===== src/rtl/i2c_fifo_pkg.sv =====
// ============================================================================
// i2c_fifo_pkg : shared types and constants for the I2C transmit FIFO slice.
// Revision 1.0 : initial release.
// ============================================================================
`default_nettype none

package i2c_fifo_pkg;

   typedef logic [8:0] i2c_data_cmd_t;

   localparam logic CMD_READ  = 1'b1;
   localparam logic CMD_WRITE = 1'b0;

   localparam int unsigned TX_FIFO_DEPTH = 8;

   // Thresholds at or beyond the FIFO depth behave as DEPTH-1.
   function automatic int unsigned clamp_tl(input int unsigned tl, input int unsigned depth);
      return (tl >= depth) ? (depth - 1) : tl;
   endfunction

endpackage

`default_nettype wire


===== src/rtl/i2c_fifo_mem.sv =====
// ============================================================================
// i2c_fifo_mem : DEPTH x DW register array, one sync write port, one async read port.
// Revision 1.0 : initial release.
// ============================================================================
`default_nettype none

module i2c_fifo_mem #(
   parameter int unsigned DEPTH = 8,
   parameter int unsigned DW    = 9,
   parameter int unsigned AW    = 3
) (
   input  logic          clk_i,
   input  logic          we_i,
   input  logic [AW-1:0] waddr_i,
   input  logic [DW-1:0] wdata_i,
   input  logic [AW-1:0] raddr_i,
   output logic [DW-1:0] rdata_o
);

   logic [DW-1:0] mem_q [DEPTH];

   // Storage is deliberately left out of reset.
   always_ff @(posedge clk_i) begin
      if (we_i) begin
         mem_q[waddr_i] <= wdata_i;
      end
   end

   assign rdata_o = mem_q[raddr_i];

endmodule

`default_nettype wire


===== src/rtl/i2c_tx_fifo_ctrl.sv =====
// ============================================================================
// i2c_tx_fifo_ctrl : I2C TX FIFO control (pointers, level, flags, sticky overflow).
// Revision 1.0 : optional abort flush enabled by macro I2C_TX_ABORT_FLUSH_EN.
// ============================================================================
`default_nettype none

module i2c_tx_fifo_ctrl
   import i2c_fifo_pkg::*;
#(
   parameter  int unsigned DEPTH = TX_FIFO_DEPTH,
   parameter  int unsigned DW    = 9,
   localparam int unsigned LW    = $clog2(DEPTH + 1)
) (
   input  logic          pclk_i,
   input  logic          presetn_i,
   input  logic          ic_enable_i,
`ifdef I2C_TX_ABORT_FLUSH_EN
   input  logic          tx_abort_i,
`endif
   input  logic          tx_push_i,
   input  logic [DW-1:0] tx_push_data_i,
   input  logic          tx_pop_i,
   output logic [DW-1:0] tx_pop_data_o,
   input  logic [LW-1:0] tx_tl_i,
   input  logic          clr_tx_over_i,
   output logic          tx_full_o,
   output logic          tx_empty_o,
   output logic          tx_empty_intr_o,
   output logic          tx_over_o,
   output logic [LW-1:0] tx_level_o
);

   localparam int unsigned   AW       = (DEPTH > 1) ? $clog2(DEPTH) : 1;
   localparam logic [LW-1:0] FULL_LVL = LW'(DEPTH);
   localparam logic [LW-1:0] LVL_ONE  = LW'(1);
   localparam logic [AW-1:0] PTR_ONE  = AW'(1);

   logic [AW-1:0] wr_ptr_q, wr_ptr_d;
   logic [AW-1:0] rd_ptr_q, rd_ptr_d;
   logic [LW-1:0] level_q,  level_d;
   logic          tx_over_q, tx_over_d;

   logic          flush;
   logic          full;
   logic          empty;
   logic          push_ok;
   logic          pop_ok;
   logic          overflow;
   logic [LW-1:0] tl_eff;
   logic [DW-1:0] head_data;

`ifdef I2C_TX_ABORT_FLUSH_EN
   assign flush = ~ic_enable_i | tx_abort_i;
`else
   assign flush = ~ic_enable_i;
`endif

   assign full  = (level_q == FULL_LVL);
   assign empty = (level_q == '0);

   // A full FIFO is never empty, so a pop in the same cycle always frees a slot.
   assign push_ok  = tx_push_i & (~full | tx_pop_i) & ~flush;
   assign pop_ok   = tx_pop_i & ~empty & ~flush;
   assign overflow = tx_push_i & full & ~tx_pop_i & ~flush;

   assign tl_eff = LW'(clamp_tl(32'(tx_tl_i), DEPTH));

   always_comb begin
      wr_ptr_d  = wr_ptr_q;
      rd_ptr_d  = rd_ptr_q;
      level_d   = level_q;
      tx_over_d = tx_over_q;

      if (flush) begin
         wr_ptr_d = '0;
         rd_ptr_d = '0;
         level_d  = '0;
      end else begin
         if (push_ok) begin
            wr_ptr_d = wr_ptr_q + PTR_ONE;
         end
         if (pop_ok) begin
            rd_ptr_d = rd_ptr_q + PTR_ONE;
         end
         case ({push_ok, pop_ok})
            2'b10:   level_d = level_q + LVL_ONE;
            2'b01:   level_d = level_q - LVL_ONE;
            default: level_d = level_q;
         endcase
      end

      // Setting the sticky flag wins over a simultaneous clear.
      if (overflow) begin
         tx_over_d = 1'b1;
      end else if (clr_tx_over_i) begin
         tx_over_d = 1'b0;
      end
   end

   always_ff @(posedge pclk_i or negedge presetn_i) begin
      if (!presetn_i) begin
         wr_ptr_q  <= '0;
         rd_ptr_q  <= '0;
         level_q   <= '0;
         tx_over_q <= 1'b0;
      end else begin
         wr_ptr_q  <= wr_ptr_d;
         rd_ptr_q  <= rd_ptr_d;
         level_q   <= level_d;
         tx_over_q <= tx_over_d;
      end
   end

   i2c_fifo_mem #(
      .DEPTH (DEPTH),
      .DW    (DW),
      .AW    (AW)
   ) u_mem (
      .clk_i   (pclk_i),
      .we_i    (push_ok),
      .waddr_i (wr_ptr_q),
      .wdata_i (tx_push_data_i),
      .raddr_i (rd_ptr_q),
      .rdata_o (head_data)
   );

   assign tx_pop_data_o   = empty ? '0 : head_data;
   assign tx_full_o       = full;
   assign tx_empty_o      = empty;
   assign tx_empty_intr_o = (level_q <= tl_eff);
   assign tx_over_o       = tx_over_q;
   assign tx_level_o      = level_q;

endmodule

`default_nettype wire


===== config.mk =====
export PLATFORM = sky130hd
export DESIGN_NAME = i2c_tx_fifo_ctrl
export DESIGN_NICKNAME = d
export VERILOG_FILES = /design/src/rtl/i2c_fifo_pkg.sv /design/src/rtl/i2c_fifo_mem.sv /design/src/rtl/i2c_tx_fifo_ctrl.sv
export SDC_FILE = /design/constraint.sdc
export NUM_CORES = 1
export LEC_CHECK = 0
export ABC_CLOCK_PERIOD_IN_PS = 3900
export BUFFER_PORTS_ARGS = -buffer_cell sky130_fd_sc_hd__buf_4
export CAP_MARGIN = 30
export CELL_PAD_IN_SITES_DETAIL_PLACEMENT = 1
export CELL_PAD_IN_SITES_GLOBAL_PLACEMENT = 1
export CORE_MARGIN = 1
export CORE_UTILIZATION = 45
export DETAILED_ROUTE_END_ITERATION = 12
export HOLD_SLACK_MARGIN = 0.03
export PLACE_DENSITY = 0.7
export SKIP_CTS_REPAIR_TIMING = 1
export SLEW_MARGIN = 20
export SYNTH_ARGS = -nofsm -noshare
export SYNTH_HDL_FRONTEND = slang
export SYNTH_SLANG_ARGS = --single-unit

===== constraint.sdc =====
create_clock -name pclk_i -period 3.9 [get_ports pclk_i]
set_input_delay 0.585 -clock pclk_i [delete_from_list [all_inputs] [get_ports pclk_i]]
set_output_delay 0.585 -clock pclk_i [all_outputs]
set_load 0.1 [all_outputs]

==> results of run 1 <==
-- kinds of logic (layout without fill, tap and decap cells) --
logic type / count (synthesis) / count (layout) / synth area share, %
buffers and inverters: 16 / 65 / 2.34
AOI/OAI and AO/OA: 17 / 17 / 3.95
muxes: 30 / 30 / 14.7
other: 1 / 1 / 0.105
DFF: 83 / 83 / 68.0
adders and majority gates: 7 / 7 / 2.44
and+or+nand+nor: 50 / 50 / 6.99
xor gates and xnor gates: 6 / 6 / 1.47
-- final cells by class --
type,instances,area (um2)
Tap cell,102,128
Inverter,5,18.8
Sequential cell,83,2440
Clock buffer,9,124
Clock inverter,7,51.3
Timing Repair Buffer,44,330
Fill cell,737,3560
Multi-Input combinational cell,111,1080
-- cell usage in the layout (no fill, tap or decap), types with 4 or more instances in the layout --
master	instances
buf_4	44
xnor2_1	4
nor2_1	22
edfxtp_1	72
clkbuf_8	9
dfrtp_1	11
inv_1	4
mux2i_1	12
mux4_2	18
nand2_1	7
ha_1	7
-- Yosys cell counts (3+ instances only) --
library cell,instances,area [um2]
edfxtp_1,72,2160
nor2_1,22,82.6
mux4_2,18,405
mux2i_1,12,120
dfrtp_1,11,275
ha_1,7,87.6
nand2_1,7,26.3
clkbuf_1,4,15.0
inv_1,4,15.0
nor4_1,4,25.0
o21ai_0,4,20.0
xnor2_1,4,35.0
buf_2,3,15.0
nand3_1,3,15.0
nor3_1,3,15.0
o21a_1,3,22.5
-- state kept, by name, indices dropped and copies added, names as in the netlist --
signal,flops
u_mem.mem_q,72
rd_ptr_q,3
tx_level_o,4
wr_ptr_q,3
tx_over_o,1
-- worst max path at each step --
| stage | from | end | slack [ns] | depth (start not counted) |
|---|---|---|---|---|
| 6_report | rd_ptr_q[1] | tx_pop_data_o[7] | 1.07 | 4 |
| 4_1_cts | rd_ptr_q[1] | tx_pop_data_o[7] | 1.02 | 4 |
| 3_5_place_dp | tx_level_o[1] | tx_level_o[2] | 1.39 | 7 |
| 3_3_place_gp | tx_tl_i[1] | tx_empty_intr_o | 1.41 | 8 |
| 5_1_grt | rd_ptr_q[1] | tx_pop_data_o[7] | 0.96 | 4 |
| 2_1_floorplan | tx_level_o[1] | tx_pop_data_o[0] | 0.08 | 3 |
-- critical path, delay by kind of cell, from the launching register on --
kind / cells / cell delay, ns
multiplexers: 2 / 0.60
AND/OR/NAND/NOR: 1 / 0.06
flip-flops: 1 / 0.95
buffers and inverters: 1 / 0.27
-- per-layer routing --
layer | vias up | share of wire [%]
li1 | 905 | -
met1 | 1018 | 45
met2 | 40 | 50
met3 | 9 | 3.2
met4 | 0 | 1.9
met5 | - | 0
-- stage by stage --
step / setup WS, ns / area [um2] / util (%) / instances / hold WS (ns)
after floorplan: 0.0819 / 3590 / - / 210 / 0.289
final: 1.07 / 4170 / 54.0 / 361 / 0.0616
after detailed placement: 1.39 / 4000 / 51.7 / 345 / 0.435
after global placement: 1.41 / 4000 / 51.7 / 345 / 0.434
after CTS: 1.02 / 4170 / 54.0 / 361 / 0.0497
after global routing: 0.955 / 4170 / 54.0 / 361 / 0.0490
-- power breakdown --
group	leakage [nW]	internal [mW]	total (mW)	switching [mW]
sequential	0.800	0.985	1.02	0.0344
clock	0.0812	0.234	0.554	0.320
combinational	0.584	0.175	0.579	0.404
total	1.47	1.39	2.15	0.758
==> flow_summary.json, run 1 <==
{
  "min_period_ns": 2.83,
  "via_per_inst": 5.46,
  "die_h_um": 91.2,
  "start_util_pct": 46.4,
  "routed_wl_mm": 7.18,
  "post-route-drc-count": 0,
  "syn_inst": 210,
  "syn_area_mm2": 0.00358,
  "ant_nets": 0,
  "overflow": 0,
  "crit_fanout": 20,
  "n_antenna_cell": 0,
  "drive_gt1_share_pct": 32.8,
  "grt_max_degree": 21,
  "gp_congestion": 0.709,
  "synth_edf_count": 72,
  "hold_path.class": "input pin to async pin",
  "finalSetupTns_ns": 0,
  "cts_sinks": 83,
  "slew_headroom_pct": 38.6,
  "grt_util_all_layers_pct": 19.0,
  "status": "complete, no violations",
  "seq_area_frac_synth_pct": 68.0,
  "io_buffers": 35,
  "path_clk_slew_ns": 0.09,
  "core_mm2": 0.00773,
  "die_w_um": 91.2,
  "rsz0062_at_grt": "false",
  "first_pass_iters": 6,
  "wl_per_cell_um": 19.9,
  "root_buffer": "clkbuf_8",
  "reg2reg_slack_ns": 1.37,
  "crit_path_end_kind": "output port",
  "use_met1_pct": 25.1,
  "arrival_ns": 2.24,
  "grt_pass1_wl_mm": 11.3,
  "vdd_drop_max_mv": 0.260,
  "period_share_pct": 72.5,
  "grt_antenna_before_repair": 0,
  "cts_buffer_depth": 2,
  "reg2reg_from": "tx_level_o[1]",
  "met3_usage_pct": 4.27,
  "max_stage_delay_ns": 0.95,
  "rows": 32,
  "synth_nets": 236,
  "dieArea_mm2": 0.00832,
  "syn_to_final_growth_pct": 16.5,
  "vias": 1972,
  "worstSetupStartpointType": "register",
  "grt_pass1_vias": 2056,
  "io_pins": 36,
  "crit_chain": "mux4_2 > mux2i_1 > nor2_1 > buf_4",
  "setup_viol": 0,
  "synth-seq-cells": 83,
  "crit_required_ns": 3.31,
  "cp_slowest_cell": "dfrtp_1",
  "place_hpwl_mm": 4.74,
  "drv_cap": 0,
  "leakagePower_nw": 1.47,
  "top_usage_layer": "met2",
  "numCtsBuffers": 9,
  "syn_avg_cell_area_um2": 17.1,
  "synth-async-reset-ratio_pct": 13.3,
  "r2r_end": "tx_level_o[2]",
  "r2r_cells": 7,
  "dominantRegCellSynth": "edfxtp_1",
  "slew_violations": 0,
  "path_class": "register to output port",
  "max_freq_mhz": 354,
  "power_density_mw_per_mm2": 516,
  "worst_pin_slew_ns": 0.920,
  "power_mw": 2.15,
  "drt_iter0_markers": 112,
  "ys_types": 40,
  "nets": 280,
  "cts_tree": "yes",
  "h-tree-depth": 3,
  "use_met2_pct": 31.1,
  "clock_skew_ns": 0.00902,
  "insertion_delay_ns": 0.35,
  "yosys_warnings": 0,
  "finalHoldViolCount": 0
}
(Power assumes the default switching activity.)
==> run 2: changes to the inputs <==
Settings changed: ABC_AREA set to 1, ABC_CLOCK_PERIOD_IN_PS 3900 to 2650, PLACE_DENSITY 0.7 to 0.75.
Clock period 3.9 ns to 2.65 ns, I/O delays scaled along.
==> run 2 against run 1 <==
  * Clock-buffer cell count unchanged
  * Combinational power decreased by 21%
  * First-iteration DRC count increased by 25%
  * Sequential power increased by 43%
  * Sequential share of layout area decreased by 4.1 points
  * Critical path depth increased by 4
  * Synthesized area increased by 3.0%
  * Clock skew decreased by 0.0014 ns
  * Total power increased by 36%
  * Register-to-register slack got worse by 0.62 ns
  * Largest cell class unchanged
==> flow_summary.json, run 2 <==
{
  "status": "complete, no violations",
  "largest_reg_flops": 72,
  "path_clk_slew_ns": 0.09,
  "dieArea_mm2": 0.00857,
  "insertion_delay_ns": 0.34,
  "synth-seq-cells": 83,
  "path_class": "register to output port",
  "nets": 411,
  "placedInstanceArea_mm2": 0.00423,
  "period_share_pct": 93.0,
  "routed_wl_mm": 9.05,
  "io_pins": 36,
  "cts_sinks": 83,
  "core_mm2": 0.00785,
  "syn_inst": 338,
  "min_period_ns": 2.46,
  "layout_common_cells": "77 x nor2_1, 72 x edfxtp_1, 53 x o21ai_0",
  "setup_viol": 0,
  "start_util_pct": 47.0,
  "post-route-drc-count": 0,
  "post-place-cells": 474,
  "crit_fanout": 37,
  "cts_buffer_depth": 2,
  "synth-compound-area-share_pct": 11.7,
  "drive_gt1_share_pct": 22.6,
  "leakagePower_nw": 1.69,
  "ant_nets": 0,
  "synth_edf_count": 72,
  "grt_antenna_before_repair": 0,
  "wl_per_cell_um": 18.4,
  "grt_pass1_wl_mm": 14.2,
  "max_freq_mhz": 406,
  "worstSetupStartpointType": "register",
  "seq_area_frac_synth_pct": 66.1,
  "synth-async-reset-ratio_pct": 13.3,
  "cts_tree": "yes",
  "vias": 2648,
  "final_common_cell": "nor2_1",
  "power_density_mw_per_mm2": 652,
  "drt_iter0_markers": 140,
  "finalNonFillerCells": 492,
  "root_buffer": "clkbuf_8",
  "finalHoldViolCount": 0,
  "drv_cap": 0,
  "hold_path.class": "input pin to register",
  "synth_area_leader_cell": "edfxtp_1",
  "grt_max_degree": 38,
  "die_w_um": 92.6,
  "grt_pass1_vias": 2770,
  "dominantRegCellSynth": "edfxtp_1",
  "crit_required_ns": 2.25,
  "synth-xor-area-share_pct": 0.237,
  "die_h_um": 92.6,
  "hold_ws_ns": 0.267,
  "rows": 32,
  "synth_fa_ha_area_share_pct": 2.37,
  "syn_area_mm2": 0.00369,
  "place_hpwl_mm": 6.19,
  "clock_skew_ns": 0.00761,
  "numCtsBuffers": 9,
  "n_antenna_cell": 0,
  "synth_nets": 364,
  "io_buffers": 35,
  "yosys_warnings": 0,
  "muxShareOfSynthArea_pct": 0,
  "dp_slack_ns": 0.410,
  "gp_congestion": 0.748,
  "yosys-top-cells-area": "edfxtp_1 59%, nor2_1 7.9%, dfrtp_1 7.5%",
  "synth_top_family_by_area": "simple AND/OR/NAND/NOR gates",
  "grt_util_all_layers_pct": 22.5,
  "ys_types": 28,
  "crit_path_end_kind": "output port",
  "finalSetupTns_ns": 0,
  "multi_input_area_mm2": 0.00123,
  "rsz0062_at_grt": "false",
  "final_util_pct": 57.2,
  "syn_avg_cell_area_um2": 10.9,
  "yosysMostFrequentCell": "nor2_1",
  "setup_ws_ns": 0.185,
  "via_per_inst": 5.38,
  "final_cell_area_mm2": 0.00449,
  "ys_top_cells_by_count": "78 x nor2_1, 72 x edfxtp_1, 54 x o21ai_0, 34 x nand2_1, 16 x inv_1",
  "vdd_drop_max_mv": 0.351,
  "regArea_mm2": 0.00244,
  "yosys.area.top_type_share_pct": 58.6,
  "synth-simple-area-share_pct": 15.0,
  "syn_to_final_growth_pct": 21.6,
  "nFillCells": 870,
  "overflow": 0,
  "largest_register": "u_mem.mem_q",
  "slew_violations": 0,
  "first_pass_iters": 5,
  "h-tree-depth": 3,
  "power_mw": 2.92,
  "arrival_ns": 2.07
}
-- run 2: cell type report --
class	instances	area share [%]
multi-input combinational	221	27.3
clock inverter	7	2.20
inverter	19	1.73
tap	102	2.85
timing repair buffer	51	8.76
clock buffer	9	2.76
sequential	83	54.4
-- run 2: kinds of logic (layout without fill, tap and decap cells) --
group                    count (synthesis)  count (layout)
AO/OA/AOI/OAI                           81              81
AND/OR/NAND/NOR                        131             131
adder cells (fa/ha/maj)                  7               7
flip-flops                              83              83
XOR/XNOR                                 1               1
buffers and inverters                   34              86
other                                    1               1
-- run 2: worst max-delay path, stage by stage (launching register included) --
cell and delay, ns:
dfrtp_1 0.43, buf_8 0.26, nor2_1 0.08, nor2_1 0.11, o21ai_1 0.07, o21ai_1 0.08, o21ai_0 0.16, a31oi_4 0.20
buf_4 0.31
-- run 2: metal layers --
layer  GRT usage (%)  up-vias  wire [um]
met2            38.1       51       4530
met5               0        -          0
met1            29.6     1313       4090
met4            8.07        0        121
li1                -     1272          -
met3            3.04       12        310
-- run 2: power by group --
group          switching, mW  internal [mW]
logic                  0.341          0.118
clock network          0.470          0.538
registers             0.0145           1.44
-- run 2: path summary, 6_finish.rpt --
check | start | to | slack (ns) | cells after the start
min reg2reg | tx_over_o | tx_over_o | 0.57 | 2
max in group asynchronous | presetn_i | rd_ptr_q[1] | 2.06 | 2
min in group asynchronous | presetn_i | rd_ptr_q[0] | 0.42 | 2
max | rd_ptr_q[0] | tx_pop_data_o[7] | 0.19 | 8
max reg2reg | tx_level_o[2] | tx_level_o[2] | 0.75 | 9
min | clr_tx_over_i | tx_over_o | 0.27 | 2
